$ cat src/rtl/pi_com_pkg.sv
// Shared definitions for the PET-clone SPI command link: command byte layout,
// command lengths and the initiator FSM encoding.
package pi_com_pkg;

    localparam logic [2:0] CMD_LEN_READ_NEXT = 3'd1;
    localparam logic [2:0] CMD_LEN_READ      = 3'd3;
    localparam logic [2:0] CMD_LEN_WRITE     = 3'd4;

    localparam int CMD_LEN_MSB = 7;
    localparam int CMD_LEN_LSB = 5;
    localparam int CMD_A16_BIT = 0;

    typedef enum logic [2:0] {
        ST_IDLE      = 3'd0,
        ST_SELECT    = 3'd1,
        ST_SHIFT     = 3'd2,
        ST_WAIT_DONE = 3'd3,
        ST_READ_DATA = 3'd4,
        ST_DESELECT  = 3'd5,
        ST_RESPOND   = 3'd6
    } pi_init_state_e;

    function automatic logic [7:0] make_cmd(input logic [2:0] len, input logic a16);
        logic [7:0] c;
        c = 8'h00;
        c[CMD_LEN_MSB:CMD_LEN_LSB] = len;
        c[CMD_A16_BIT] = a16;
        return c;
    endfunction

endpackage

$ cat src/rtl/spi_master_byte.sv
// Mode-0 SPI byte shifter. A start on the final cycle of a byte (byte_done_o)
// chains the next byte with no SCLK gap.
module spi_master_byte #(
    parameter int CLK_DIV = 4
) (
    input  logic       sys_clk,
    input  logic       reset,
    input  logic       start_i,
    input  logic [7:0] tx_byte_i,
    input  logic       miso_i,
    output logic       sclk_o,
    output logic       mosi_o,
    output logic [7:0] rx_byte_o,
    output logic       byte_done_o
);
    localparam int DIV_W = $clog2(CLK_DIV);

    logic             active_q;
    logic             sclk_q;
    logic             mosi_q;
    logic [DIV_W-1:0] div_q;
    logic [2:0]       bit_q;
    logic [7:0]       tx_q;
    logic [7:0]       rx_q;
    logic             tick;

    assign tick        = active_q && (div_q == '0);
    assign byte_done_o = tick && sclk_q && (bit_q == 3'd0);
    assign sclk_o      = sclk_q;
    assign mosi_o      = mosi_q;
    assign rx_byte_o   = rx_q;

    always_ff @(posedge sys_clk) begin
        if (reset) begin
            active_q <= 1'b0;
            sclk_q   <= 1'b0;
            mosi_q   <= 1'b0;
            div_q    <= '0;
            bit_q    <= 3'd0;
            tx_q     <= 8'h00;
            rx_q     <= 8'h00;
        end else if (start_i && (!active_q || byte_done_o)) begin
            active_q <= 1'b1;
            sclk_q   <= 1'b0;
            mosi_q   <= tx_byte_i[7];
            tx_q     <= {tx_byte_i[6:0], 1'b0};
            div_q    <= DIV_W'(CLK_DIV - 1);
            bit_q    <= 3'd7;
        end else if (tick) begin
            div_q <= DIV_W'(CLK_DIV - 1);
            if (!sclk_q) begin
                // MISO is taken on the same cycle SCLK rises
                sclk_q <= 1'b1;
                rx_q   <= {rx_q[6:0], miso_i};
            end else begin
                sclk_q <= 1'b0;
                if (bit_q == 3'd0) begin
                    active_q <= 1'b0;
                    mosi_q   <= 1'b0;
                end else begin
                    bit_q  <= bit_q - 3'd1;
                    mosi_q <= tx_q[7];
                    tx_q   <= {tx_q[6:0], 1'b0};
                end
            end
        end else if (active_q) begin
            div_q <= div_q - DIV_W'(1);
        end
    end

endmodule

$ cat src/rtl/spi_cmd_initiator.sv
// SPI master issuing one PET-clone bus command per request and waiting for the
// responder's done strobe; read-next is used for sequential reads.
module spi_cmd_initiator
    import pi_com_pkg::*;
#(
    parameter int CLK_DIV      = 4,
    parameter int DONE_TIMEOUT = 1024
) (
    input  logic        sys_clk,
    input  logic        reset,
    input  logic        req_valid,
    output logic        req_ready,
    input  logic        req_rw_b,
    input  logic [16:0] req_addr,
    input  logic [7:0]  req_data,
    output logic        rsp_valid,
    output logic [7:0]  rsp_data,
    output logic        rsp_err,
    output logic        spi_cs_n,
    output logic        spi_sclk,
    output logic        spi_mosi,
    input  logic        spi_miso,
    input  logic        done_in,
    output logic [2:0]  state
);
    localparam int CNT_W = $clog2(DONE_TIMEOUT + 2 * CLK_DIV);

    pi_init_state_e state_q, state_d;
    logic [CNT_W-1:0] cnt_q, cnt_d;
    logic [1:0]  idx_q, idx_d, last_idx_q, tx_idx;
    logic        rw_q;
    logic [16:0] addr_q, last_addr_q, last_addr_d, next_addr;
    logic [7:0]  data_q, cmd_q, rsp_data_q, rsp_data_d, seq_byte, tx_byte, rx_byte;
    logic        err_q, err_d, seq_valid_q, seq_valid_d, cs_n_q, cs_n_d;
    logic        done_s1_q, done_s2_q;
    logic        accept, use_next, byte_start, byte_done;

    assign accept    = req_valid && (state_q == ST_IDLE);
    assign next_addr = last_addr_q + 17'd1;
    assign use_next  = req_rw_b && seq_valid_q && (req_addr == next_addr);
    assign tx_idx    = (state_q == ST_SHIFT) ? idx_q + 2'd1 : 2'd0;

    always_comb begin
        seq_byte = addr_q[7:0];
        case (tx_idx)
            2'd0:    seq_byte = cmd_q;
            2'd1:    seq_byte = rw_q ? addr_q[15:8] : data_q;
            2'd2:    seq_byte = rw_q ? addr_q[7:0]  : addr_q[15:8];
            default: seq_byte = addr_q[7:0];
        endcase
    end

    always_comb begin
        state_d     = state_q;
        cnt_d       = cnt_q;
        idx_d       = idx_q;
        err_d       = err_q;
        rsp_data_d  = rsp_data_q;
        last_addr_d = last_addr_q;
        seq_valid_d = seq_valid_q;
        byte_start  = 1'b0;
        tx_byte     = seq_byte;
        case (state_q)
            ST_IDLE: if (accept) begin
                state_d = ST_SELECT;
                cnt_d   = CNT_W'(CLK_DIV - 1);
                err_d   = 1'b0;
            end
            ST_SELECT: if (cnt_q == '0) begin
                byte_start = 1'b1;
                idx_d      = 2'd0;
                state_d    = ST_SHIFT;
            end else begin
                cnt_d = cnt_q - CNT_W'(1);
            end
            ST_SHIFT: if (byte_done) begin
                if (idx_q == last_idx_q) begin
                    state_d = ST_WAIT_DONE;
                    cnt_d   = CNT_W'(DONE_TIMEOUT - 1);
                end else begin
                    byte_start = 1'b1;
                    idx_d      = idx_q + 2'd1;
                end
            end
            ST_WAIT_DONE: begin
                tx_byte = 8'h00;
                if (done_s2_q) begin
                    if (rw_q) begin
                        byte_start = 1'b1;
                        state_d    = ST_READ_DATA;
                    end else begin
                        state_d = ST_DESELECT;
                        cnt_d   = CNT_W'(2 * CLK_DIV - 1);
                    end
                end else if (cnt_q == '0) begin
                    err_d       = 1'b1;
                    seq_valid_d = 1'b0;
                    state_d     = ST_DESELECT;
                    cnt_d       = CNT_W'(2 * CLK_DIV - 1);
                end else begin
                    cnt_d = cnt_q - CNT_W'(1);
                end
            end
            ST_READ_DATA: if (byte_done) begin
                rsp_data_d = rx_byte;
                state_d    = ST_DESELECT;
                cnt_d      = CNT_W'(2 * CLK_DIV - 1);
            end
            ST_DESELECT: if (cnt_q == '0) begin
                state_d = ST_RESPOND;
            end else begin
                cnt_d = cnt_q - CNT_W'(1);
            end
            ST_RESPOND: begin
                state_d = ST_IDLE;
                if (!err_q) begin
                    last_addr_d = addr_q;
                    seq_valid_d = 1'b1;
                end
            end
            default: state_d = ST_IDLE;
        endcase
        cs_n_d = !((state_d == ST_SELECT) || (state_d == ST_SHIFT) ||
                   (state_d == ST_WAIT_DONE) || (state_d == ST_READ_DATA));
    end

    always_ff @(posedge sys_clk) begin
        if (reset) begin
            state_q     <= ST_IDLE;
            cnt_q       <= '0;
            idx_q       <= 2'd0;
            last_idx_q  <= 2'd0;
            rw_q        <= 1'b0;
            addr_q      <= 17'h0;
            data_q      <= 8'h00;
            cmd_q       <= 8'h00;
            err_q       <= 1'b0;
            rsp_data_q  <= 8'h00;
            last_addr_q <= 17'h0;
            seq_valid_q <= 1'b0;
            cs_n_q      <= 1'b1;
            done_s1_q   <= 1'b0;
            done_s2_q   <= 1'b0;
        end else begin
            state_q     <= state_d;
            cnt_q       <= cnt_d;
            idx_q       <= idx_d;
            err_q       <= err_d;
            rsp_data_q  <= rsp_data_d;
            last_addr_q <= last_addr_d;
            seq_valid_q <= seq_valid_d;
            cs_n_q      <= cs_n_d;
            done_s1_q   <= done_in;
            done_s2_q   <= done_s1_q;
            if (accept) begin
                rw_q       <= req_rw_b;
                addr_q     <= req_addr;
                data_q     <= req_data;
                cmd_q      <= use_next ? make_cmd(CMD_LEN_READ_NEXT, 1'b0) :
                              req_rw_b ? make_cmd(CMD_LEN_READ, req_addr[16]) :
                                         make_cmd(CMD_LEN_WRITE, req_addr[16]);
                last_idx_q <= !req_rw_b ? 2'd3 : (use_next ? 2'd0 : 2'd2);
            end
        end
    end

    spi_master_byte #(.CLK_DIV(CLK_DIV)) u_byte (
        .sys_clk     (sys_clk),
        .reset       (reset),
        .start_i     (byte_start),
        .tx_byte_i   (tx_byte),
        .miso_i      (spi_miso),
        .sclk_o      (spi_sclk),
        .mosi_o      (spi_mosi),
        .rx_byte_o   (rx_byte),
        .byte_done_o (byte_done)
    );

    assign req_ready = (state_q == ST_IDLE);
    assign rsp_valid = (state_q == ST_RESPOND);
    assign rsp_err   = err_q;
    assign rsp_data  = rsp_data_q;
    assign spi_cs_n  = cs_n_q;
    assign state     = state_q;

endmodule

$ cat config.mk
export PLATFORM = sky130hd
export DESIGN_NAME = spi_cmd_initiator
export DESIGN_NICKNAME = d
export VERILOG_FILES = /design/src/rtl/pi_com_pkg.sv /design/src/rtl/spi_master_byte.sv /design/src/rtl/spi_cmd_initiator.sv
export SDC_FILE = /design/constraint.sdc
export NUM_CORES = 1
export LEC_CHECK = 0
export ABC_CLOCK_PERIOD_IN_PS = 6950
export BUFFER_PORTS_ARGS = -buffer_cell sky130_fd_sc_hd__buf_4
export CAP_MARGIN = 30
export CELL_PAD_IN_SITES_DETAIL_PLACEMENT = 0
export CELL_PAD_IN_SITES_GLOBAL_PLACEMENT = 1
export CORE_AREA = 10 10 155 85
export CTS_BUF_LIST = sky130_fd_sc_hd__clkbuf_4
export DETAILED_ROUTE_END_ITERATION = 12
export DIE_AREA = 0 0 165 95
export GPL_ROUTABILITY_DRIVEN = 0
export PLACE_DENSITY_LB_ADDON = 0.12
export SYNTH_ARGS = -nofsm -noshare
export SYNTH_HDL_FRONTEND = slang
export SYNTH_SLANG_ARGS = --single-unit
export TNS_END_PERCENT = 5
$ cat constraint.sdc
create_clock -name sys_clk -period 6.95 [get_ports sys_clk]
set_input_delay 1.39 -clock sys_clk [delete_from_list [all_inputs] [get_ports sys_clk]]
set_output_delay 1.39 -clock sys_clk [all_outputs]
set_load 0.01 [all_outputs]
==> results of run 1 <==
Yosys cell counts (5+ instances only):
library cell  instances  area, µm²
a211oi_1             10       75.1
a21oi_1              78        390
a31oi_1              15       93.8
clkbuf_1             34        128
dfxtp_1             101       2020
ha_1                  5       62.6
inv_1                10       37.5
mux2i_1              28        280
nand2_1             124        465
nand2b_1              7       43.8
nand3_1              15       75.1
nand3b_1             10       75.1
nand4_1               7       43.8
nor2_1               64        240
nor2b_1              12       75.1
nor3_1               16       80.1
o21ai_0              21        105
o22ai_1               9       56.3
or3_1                 6       37.5
xnor2_1              17        149
xor2_1                8       70.1
registers in the layout, summed over array words and instances (netlist names), 3 cells and up:
| register | cells |
|---|---|
| cmd_q | 4 |
| data_q | 8 |
| cnt_q | 11 |
| rsp_data | 8 |
| u_byte.bit_q | 3 |
| u_byte.tx_q | 7 |
| addr_q | 17 |
| last_addr_q | 17 |
| u_byte.rx_byte_o | 8 |
| state | 3 |
area by class of cell:
cell class | count | area share
Sequential cell | 101 | 0.361
Timing Repair Buffer | 51 | 0.0725
Inverter | 10 | 0.00670
Clock inverter | 6 | 0.00670
Clock buffer | 10 | 0.0134
Antenna cell | 1 | 0.000446
Tap cell | 145 | 0.0324
Multi-Input combinational cell | 499 | 0.507
stage by stage:
| step | util | cell area [µm²] | cells | setup slack, ns |
|---|---|---|---|---|
| global route | 0.528 | 5600 | 822 | 3.73 |
| floorplan | - | 5060 | 650 | 3.80 |
| global placement | 0.514 | 5450 | 804 | 3.52 |
| finish | 0.528 | 5610 | 823 | 3.85 |
| CTS | 0.528 | 5600 | 822 | 3.80 |
| detailed placement | 0.518 | 5490 | 806 | 3.52 |
power by group:
part	total (mW)	switching, mW	internal, mW
Sequential	0.814	0.130	0.684
Combinational	0.755	0.460	0.295
Clock	0.275	0.198	0.0775
worst max-delay path, delay by kind of cell, from the launching register on:
family | cells | cell delay (ns)
buffers and inverters | 1 | 0.21
DFF | 1 | 0.56
and+or+nand+nor | 1 | 0.49
layout by cell type, fill, tap and decap left out, types with 5 or more instances in the layout:
cell type  count
mux2i_1       28
nor2b_1       12
nor3_1        15
xnor2_1       17
clkbuf_4      10
dfxtp_1      101
xor2_1         8
nand3b_1      10
ha_1           5
o21ai_0       21
nand2_1      124
nand3_1       15
a211oi_1      10
nand2b_1       7
a21oi_1       78
a31oi_1       15
nand4_1        7
buf_4         49
inv_1         10
or3_1          6
o22ai_1        9
nor2_1        64
routing by layer:
metal | track usage | part of all wire | vias to the layer above
met5 | 0 | 0 | -
met4 | 0.0308 | 0.0060 | 0
met3 | 0.0612 | 0.093 | 7
met2 | 0.208 | 0.36 | 156
met1 | 0.279 | 0.54 | 2189
li1 | - | - | 2313
cells by family (layout without fill, tap and decap cells):
| kind of cell | count (synthesis) | after routing | synth area share |
|---|---|---|---|
| xor gates and xnor gates | 26 | 26 | 0.0465 |
| muxes | 30 | 30 | 0.0598 |
| adders and majority gates | 5 | 5 | 0.0124 |
| buffers and inverters | 50 | 77 | 0.0396 |
| other | 0 | 1 | 0 |
| AOI/OAI and AO/OA | 156 | 156 | 0.186 |
| DFF | 101 | 101 | 0.400 |
| and+or+nand+nor | 282 | 282 | 0.256 |
path summary, 6_finish.rpt:
check,startpoint,endpoint,cells after the start
worst max-delay path,state[0]$_SDFF_PP0_,req_ready,2
worst min-delay path,data_q[4]$_SDFFE_PP0P_,data_q[4]$_SDFFE_PP0P_,2
worst max register to register,last_addr_q[0]$_SDFFE_PP0P_,last_idx_q[1]$_SDFFE_PP0P_,8
worst min register to register,data_q[4]$_SDFFE_PP0P_,data_q[4]$_SDFFE_PP0P_,2
==> results by group, run 1 <==
GRT
  – First-pass GRT wire length: 21700 µm
  – Largest net degree at the start of global routing: 65
  – Initial antenna violation count: 0
  – Total grt overflow: 0
  – Vias in the first global route: 4036
  – Total GRT Usage: 0.174

Synth
  – Library cells used by synthesis: 54
  – Syn. warnings: 0
  – Mapped cell area: 5060 µm²
  – Async S/R FF share, synth: 0
  – #FFs+latches synth: 101
  – Synth Net Count: 686
  – Seq/Total Area, Yosys: 0.400
  – Mean Syn Cell Area: 7.78 µm²
  – Syn Inst Count: 650
  – Post-synth EDFFs: 0
  – Post-synth top flop: dfxtp_1

CTS
  – Root Buffer: clkbuf_4
  – Hold buffer count at cts: 0
  – Clk_lat worst skew: 0.46 ns
  – CTS H-tree lvls: 3
  – Post-cts sizing count: 0
  – Clk slew on worst S/H paths: 0.15 ns
  – CTS tree: done
  – Postcts setup bufs: 0
  – TritonCTS Sinks: 101
  – CTS max path bufs: 2
  – CTS Buf Count: 9

Power
  – Leakage power: 2.09 nW
  – Power Dens Cells: 329 nW/µm²
  – VDD IR max: 0.125 mV
  – PnR Total Power: 1.84 mW

Flow run
  – MaxCap Viol Count: 0

Critical path
  – CP Capture Type: output pin
  – Crit path max-delay cell type: dfxtp_1
  – CP Data Arrival Time: 1.71 ns
  – Critical Path, Cell by Cell: nor3_1 -> buf_4
  – Worst R2R Setup Slack: 3.98 ns
  – Crit Path Max Fanout: 20
  – CP Data Required Time: 5.56 ns
  – CP peak stage delay: 0.56 ns
  – Startpoint Class: flip-flop
  – Critical path class: reg -> out

Route
  – Residual DRC: 0
  – DR pass1 iterations: 5
  – Detailed Route WL: 13800 µm
  – Vias per inst: 5.67
  – Routed len/inst: 16.7 µm
  – Vias post-DR: 4665
  – 1st-iter DRT viols: 342
  – Final ANT Viol Nets: 0

Timing
  – Min Tclk post-route: 3.10 ns
  – Fin crit share: 0.446
  – Final Max Slew Viols: 0
  – Min Hold Slack: 0.464 ns
  – Setup_tns: 0 ns
  – Final Skew: 0.0112 ns
  – Worst slew margin: 0.350
  – F_max: 0.322 GHz
  – Least-Margin Pin Slew: 0.973 ns
  – RSZ-0062 raised after global routing: false
  – Final Hold Fails: 0
  – Final-report setup violation count: 0

Die
  – Chip Width: 165 µm
  – Rows: 27
  – Die Ht: 95 µm
  – Core Box Area: 10600 µm²
  – Initial Utilization: 0.477
  – I/O pins: 48
  – Die ar.: 15700 µm²

Final layout
  – Register area: 2020 µm²
  – Area growth syn-to-layout: 10.8%
  – Multi-input gate area: 2840 µm²
  – Fillers: 1042
  – Share of cells above drive strength 1: 0.114
  – Layout Nets: 708

Place
  – Port bufs: 47
  – DP Wirelength: 10300 µm

Worst hold path
  – Min-delay worst type: reg -> reg

Run status
  – Outcome: finished clean
Power figures use the tool's default switching activity.
==> run 2, diff against run 1 <==
--- a/config.mk
+++ b/config.mk
@@ -5,15 +5,15 @@
 export SDC_FILE = /design/constraint.sdc
 export NUM_CORES = 1
 export LEC_CHECK = 0
-export ABC_CLOCK_PERIOD_IN_PS = 6950
+export ABC_CLOCK_PERIOD_IN_PS = 2800
 export BUFFER_PORTS_ARGS = -buffer_cell sky130_fd_sc_hd__buf_4
 export CAP_MARGIN = 30
 export CELL_PAD_IN_SITES_DETAIL_PLACEMENT = 0
 export CELL_PAD_IN_SITES_GLOBAL_PLACEMENT = 1
-export CORE_AREA = 10 10 155 85
+export CORE_AREA = 10 10 169 92
 export CTS_BUF_LIST = sky130_fd_sc_hd__clkbuf_4
 export DETAILED_ROUTE_END_ITERATION = 12
-export DIE_AREA = 0 0 165 95
+export DIE_AREA = 0 0 179 102
 export GPL_ROUTABILITY_DRIVEN = 0
 export PLACE_DENSITY_LB_ADDON = 0.12
 export SYNTH_ARGS = -nofsm -noshare
==> constraint.sdc (replaced) <==
create_clock -name sys_clk -period 2.8 [get_ports sys_clk]
set_input_delay 0.56 -clock sys_clk [delete_from_list [all_inputs] [get_ports sys_clk]]
set_output_delay 0.56 -clock sys_clk [all_outputs]
set_load 0.01 [all_outputs]
==> results by group, run 2 (same netlist as run 1, synthesis figures left out) <==
Final layout
  – Commonest non-fill, non-tap cell in the layout: nand2_1
  – Area growth syn-to-layout: 14.0%
  – Layout Nets: 723 (+2.1%)
  – Final instance area: 5770 µm² (+2.9%)
  – Commonest non-fill, non-tap cells in the layout: nand2_1, dfxtp_1, a21oi_1
  – Biggest regs: addr_q (17), last_addr_q (17), cnt_q (11)
  – Share of cells above drive strength 1: 0.137 (+0.0235)
  – Fin cells: 863 (+4.9%)
  – Fillers: 1282 (+23%)
  – Register area: 2020 µm² (about the same)
  – Fin util: 0.461 (-0.0676)
  – Multi-input gate area: 2850 µm² (+0.31%)

Power
  – PnR Total Power: 4.67 mW (+150%)
  – Power Dens Cells: 810 nW/µm² (+150%)
  – VDD IR max: 0.294 mV (+140%)
  – Leakage power: 2.19 nW (+4.6%)

Timing
  – Setup_tns: 0 ns (unchanged)
  – Final Skew: 0.0224 ns (+0.0112 ns)
  – Final-report setup violation count: 0 (unchanged)
  – Least-Margin Pin Slew: 0.725 ns (-0.248 ns)
  – Final Worst Setup Slack: 0.245 ns (-3.60 ns)
  – Min Tclk post-route: 2.56 ns
  – Final Max Slew Viols: 0 (unchanged)
  – Worst slew margin: 0.516 (+0.166)
  – RSZ-0062 raised after global routing: false
  – Min Hold Slack: 0.297 ns (-0.168 ns)
  – Fin crit share: 0.913
  – F_max: 0.391 GHz
  – Final Hold Fails: 0 (unchanged)

Die
  – I/O pins: 48 (unchanged)
  – Rows: 29 (+7.4%)
  – Die ar.: 18300 µm² (+16%)
  – Initial Utilization: 0.404 (-0.0728)
  – Die Ht: 102 µm (+7.4%)
  – Chip Width: 179 µm (+8.5%)
  – Core Box Area: 12500 µm² (+18%)

Critical path
  – CP Capture Type: flip-flop
  – Critical path class: reg -> reg
  – Startpoint Class: flip-flop
  – Crit Path Max Fanout: 7 (-65%)
  – Worst r2r path cells: 7 (-1)
  – CP Data Arrival Time: 2.91 ns (+1.20 ns)
  – CP Data Required Time: 3.15 ns (-2.41 ns)
  – Worst R2R Setup Slack: 0.24 ns (-3.74 ns)

GRT
  – First-pass GRT wire length: 22400 µm (+3.3%)
  – Total GRT Usage: 0.151 (-0.0232)
  – Vias in the first global route: 4334 (+7.4%)
  – Initial antenna violation count: 0 (unchanged)
  – Largest net degree at the start of global routing: 49 (-25%)
  – Total grt overflow: 0 (unchanged)

CTS
  – Clk_lat worst skew: 0.48 ns (+0.02 ns)
  – TritonCTS Sinks: 101 (unchanged)
  – Postcts setup bufs: 0 (unchanged)
  – Root Buffer: clkbuf_4
  – CTS H-tree lvls: 3 (unchanged)
  – Clk slew on worst S/H paths: 0.18 ns (+0.03 ns)
  – CTS tree: done
  – CTS max path bufs: 2 (unchanged)
  – CTS Buf Count: 9 (unchanged)

Route
  – Vias per inst: 5.36 (-5.4%)
  – Final ANT Viol Nets: 0 (unchanged)
  – Routed len/inst: 15.7 µm (-6.0%)
  – Vias post-DR: 4626 (-0.84%)
  – Detailed Route WL: 13600 µm (-1.5%)
  – Residual DRC: 0 (unchanged)
  – DR pass1 iterations: 5 (unchanged)
  – 1st-iter DRT viols: 267 (-22%)

Place
  – Pre-CTS WS: 0.220 ns (-3.30 ns)
  – DP Wirelength: 9740 µm (-5.7%)
  – Port bufs: 47 (unchanged)
  – Placed Cells: 846 (+5.0%)
  – Post-DP Area: 5620 µm² (+2.4%)

Run status
  – Outcome: finished clean

Flow run
  – MaxCap Viol Count: 0 (unchanged)

Worst hold path
  – Min-delay worst type: in -> reg
  – Worst hold path depth: 3 (+1)
-- run 2: changes by cell type in the layout (fill, tap and decap cells not counted), sizes merged --
cell      delta
buf         +15
clkbuf       -1
clkinv       -2
clkinvlp     +1
inv          +2
-- run 2: worst max-delay path, stage by stage, from the launching register on --
cell	delay, ns
dfxtp_1	0.46
nand4_1	0.26
nor4_4	0.36
nand4_1	0.15
mux2i_1	0.15
or4_1	0.57
a2111oi_4	0.36
a211oi_1	0.12
-- run 2: timing repair --
item,CTS,global route
gates resized for setup,0,2
hold buffers,0,0
setup endpoints to repair,0,3
-- run 2: cell type report --
cell class                      count  share of cell area
Inverter                           10             0.00651
Sequential cell                   101               0.351
Tap cell                          170              0.0369
Antenna cell                        1            0.000434
Multi-Input combinational cell    499               0.494
Clock buffer                        9              0.0117
Clock inverter                      7              0.0115
Timing Repair Buffer               66              0.0881
-- run 2: path summary, 6_finish.rpt --
check	from	to
min	spi_miso	u_byte.rx_byte_o[0]$_SDFFE_PP0P_
max reg2reg	last_addr_q[3]$_SDFFE_PP0P_	last_idx_q[1]$_SDFFE_PP0P_
max	last_addr_q[3]$_SDFFE_PP0P_	last_idx_q[1]$_SDFFE_PP0P_
min reg2reg	addr_q[16]$_SDFFE_PP0P_	addr_q[16]$_SDFFE_PP0P_
-- run 2: where the power goes --
group,switching [mW],total (mW),internal [mW],leakage (nW)
logic,1.22,1.99,0.773,1.30
registers,0.211,1.91,1.70,0.822
clock network,0.566,0.772,0.206,0.0685
total,2.00,4.67,2.68,2.19
-- run 2: routing by layer --
metal	vias up	global-route usage	wire length, µm
met2	99	0.228	5700
met5	-	0	0
met3	13	0.0357	745
li1	2352	-	-
met1	2162	0.210	6970
met4	0	0.0423	159
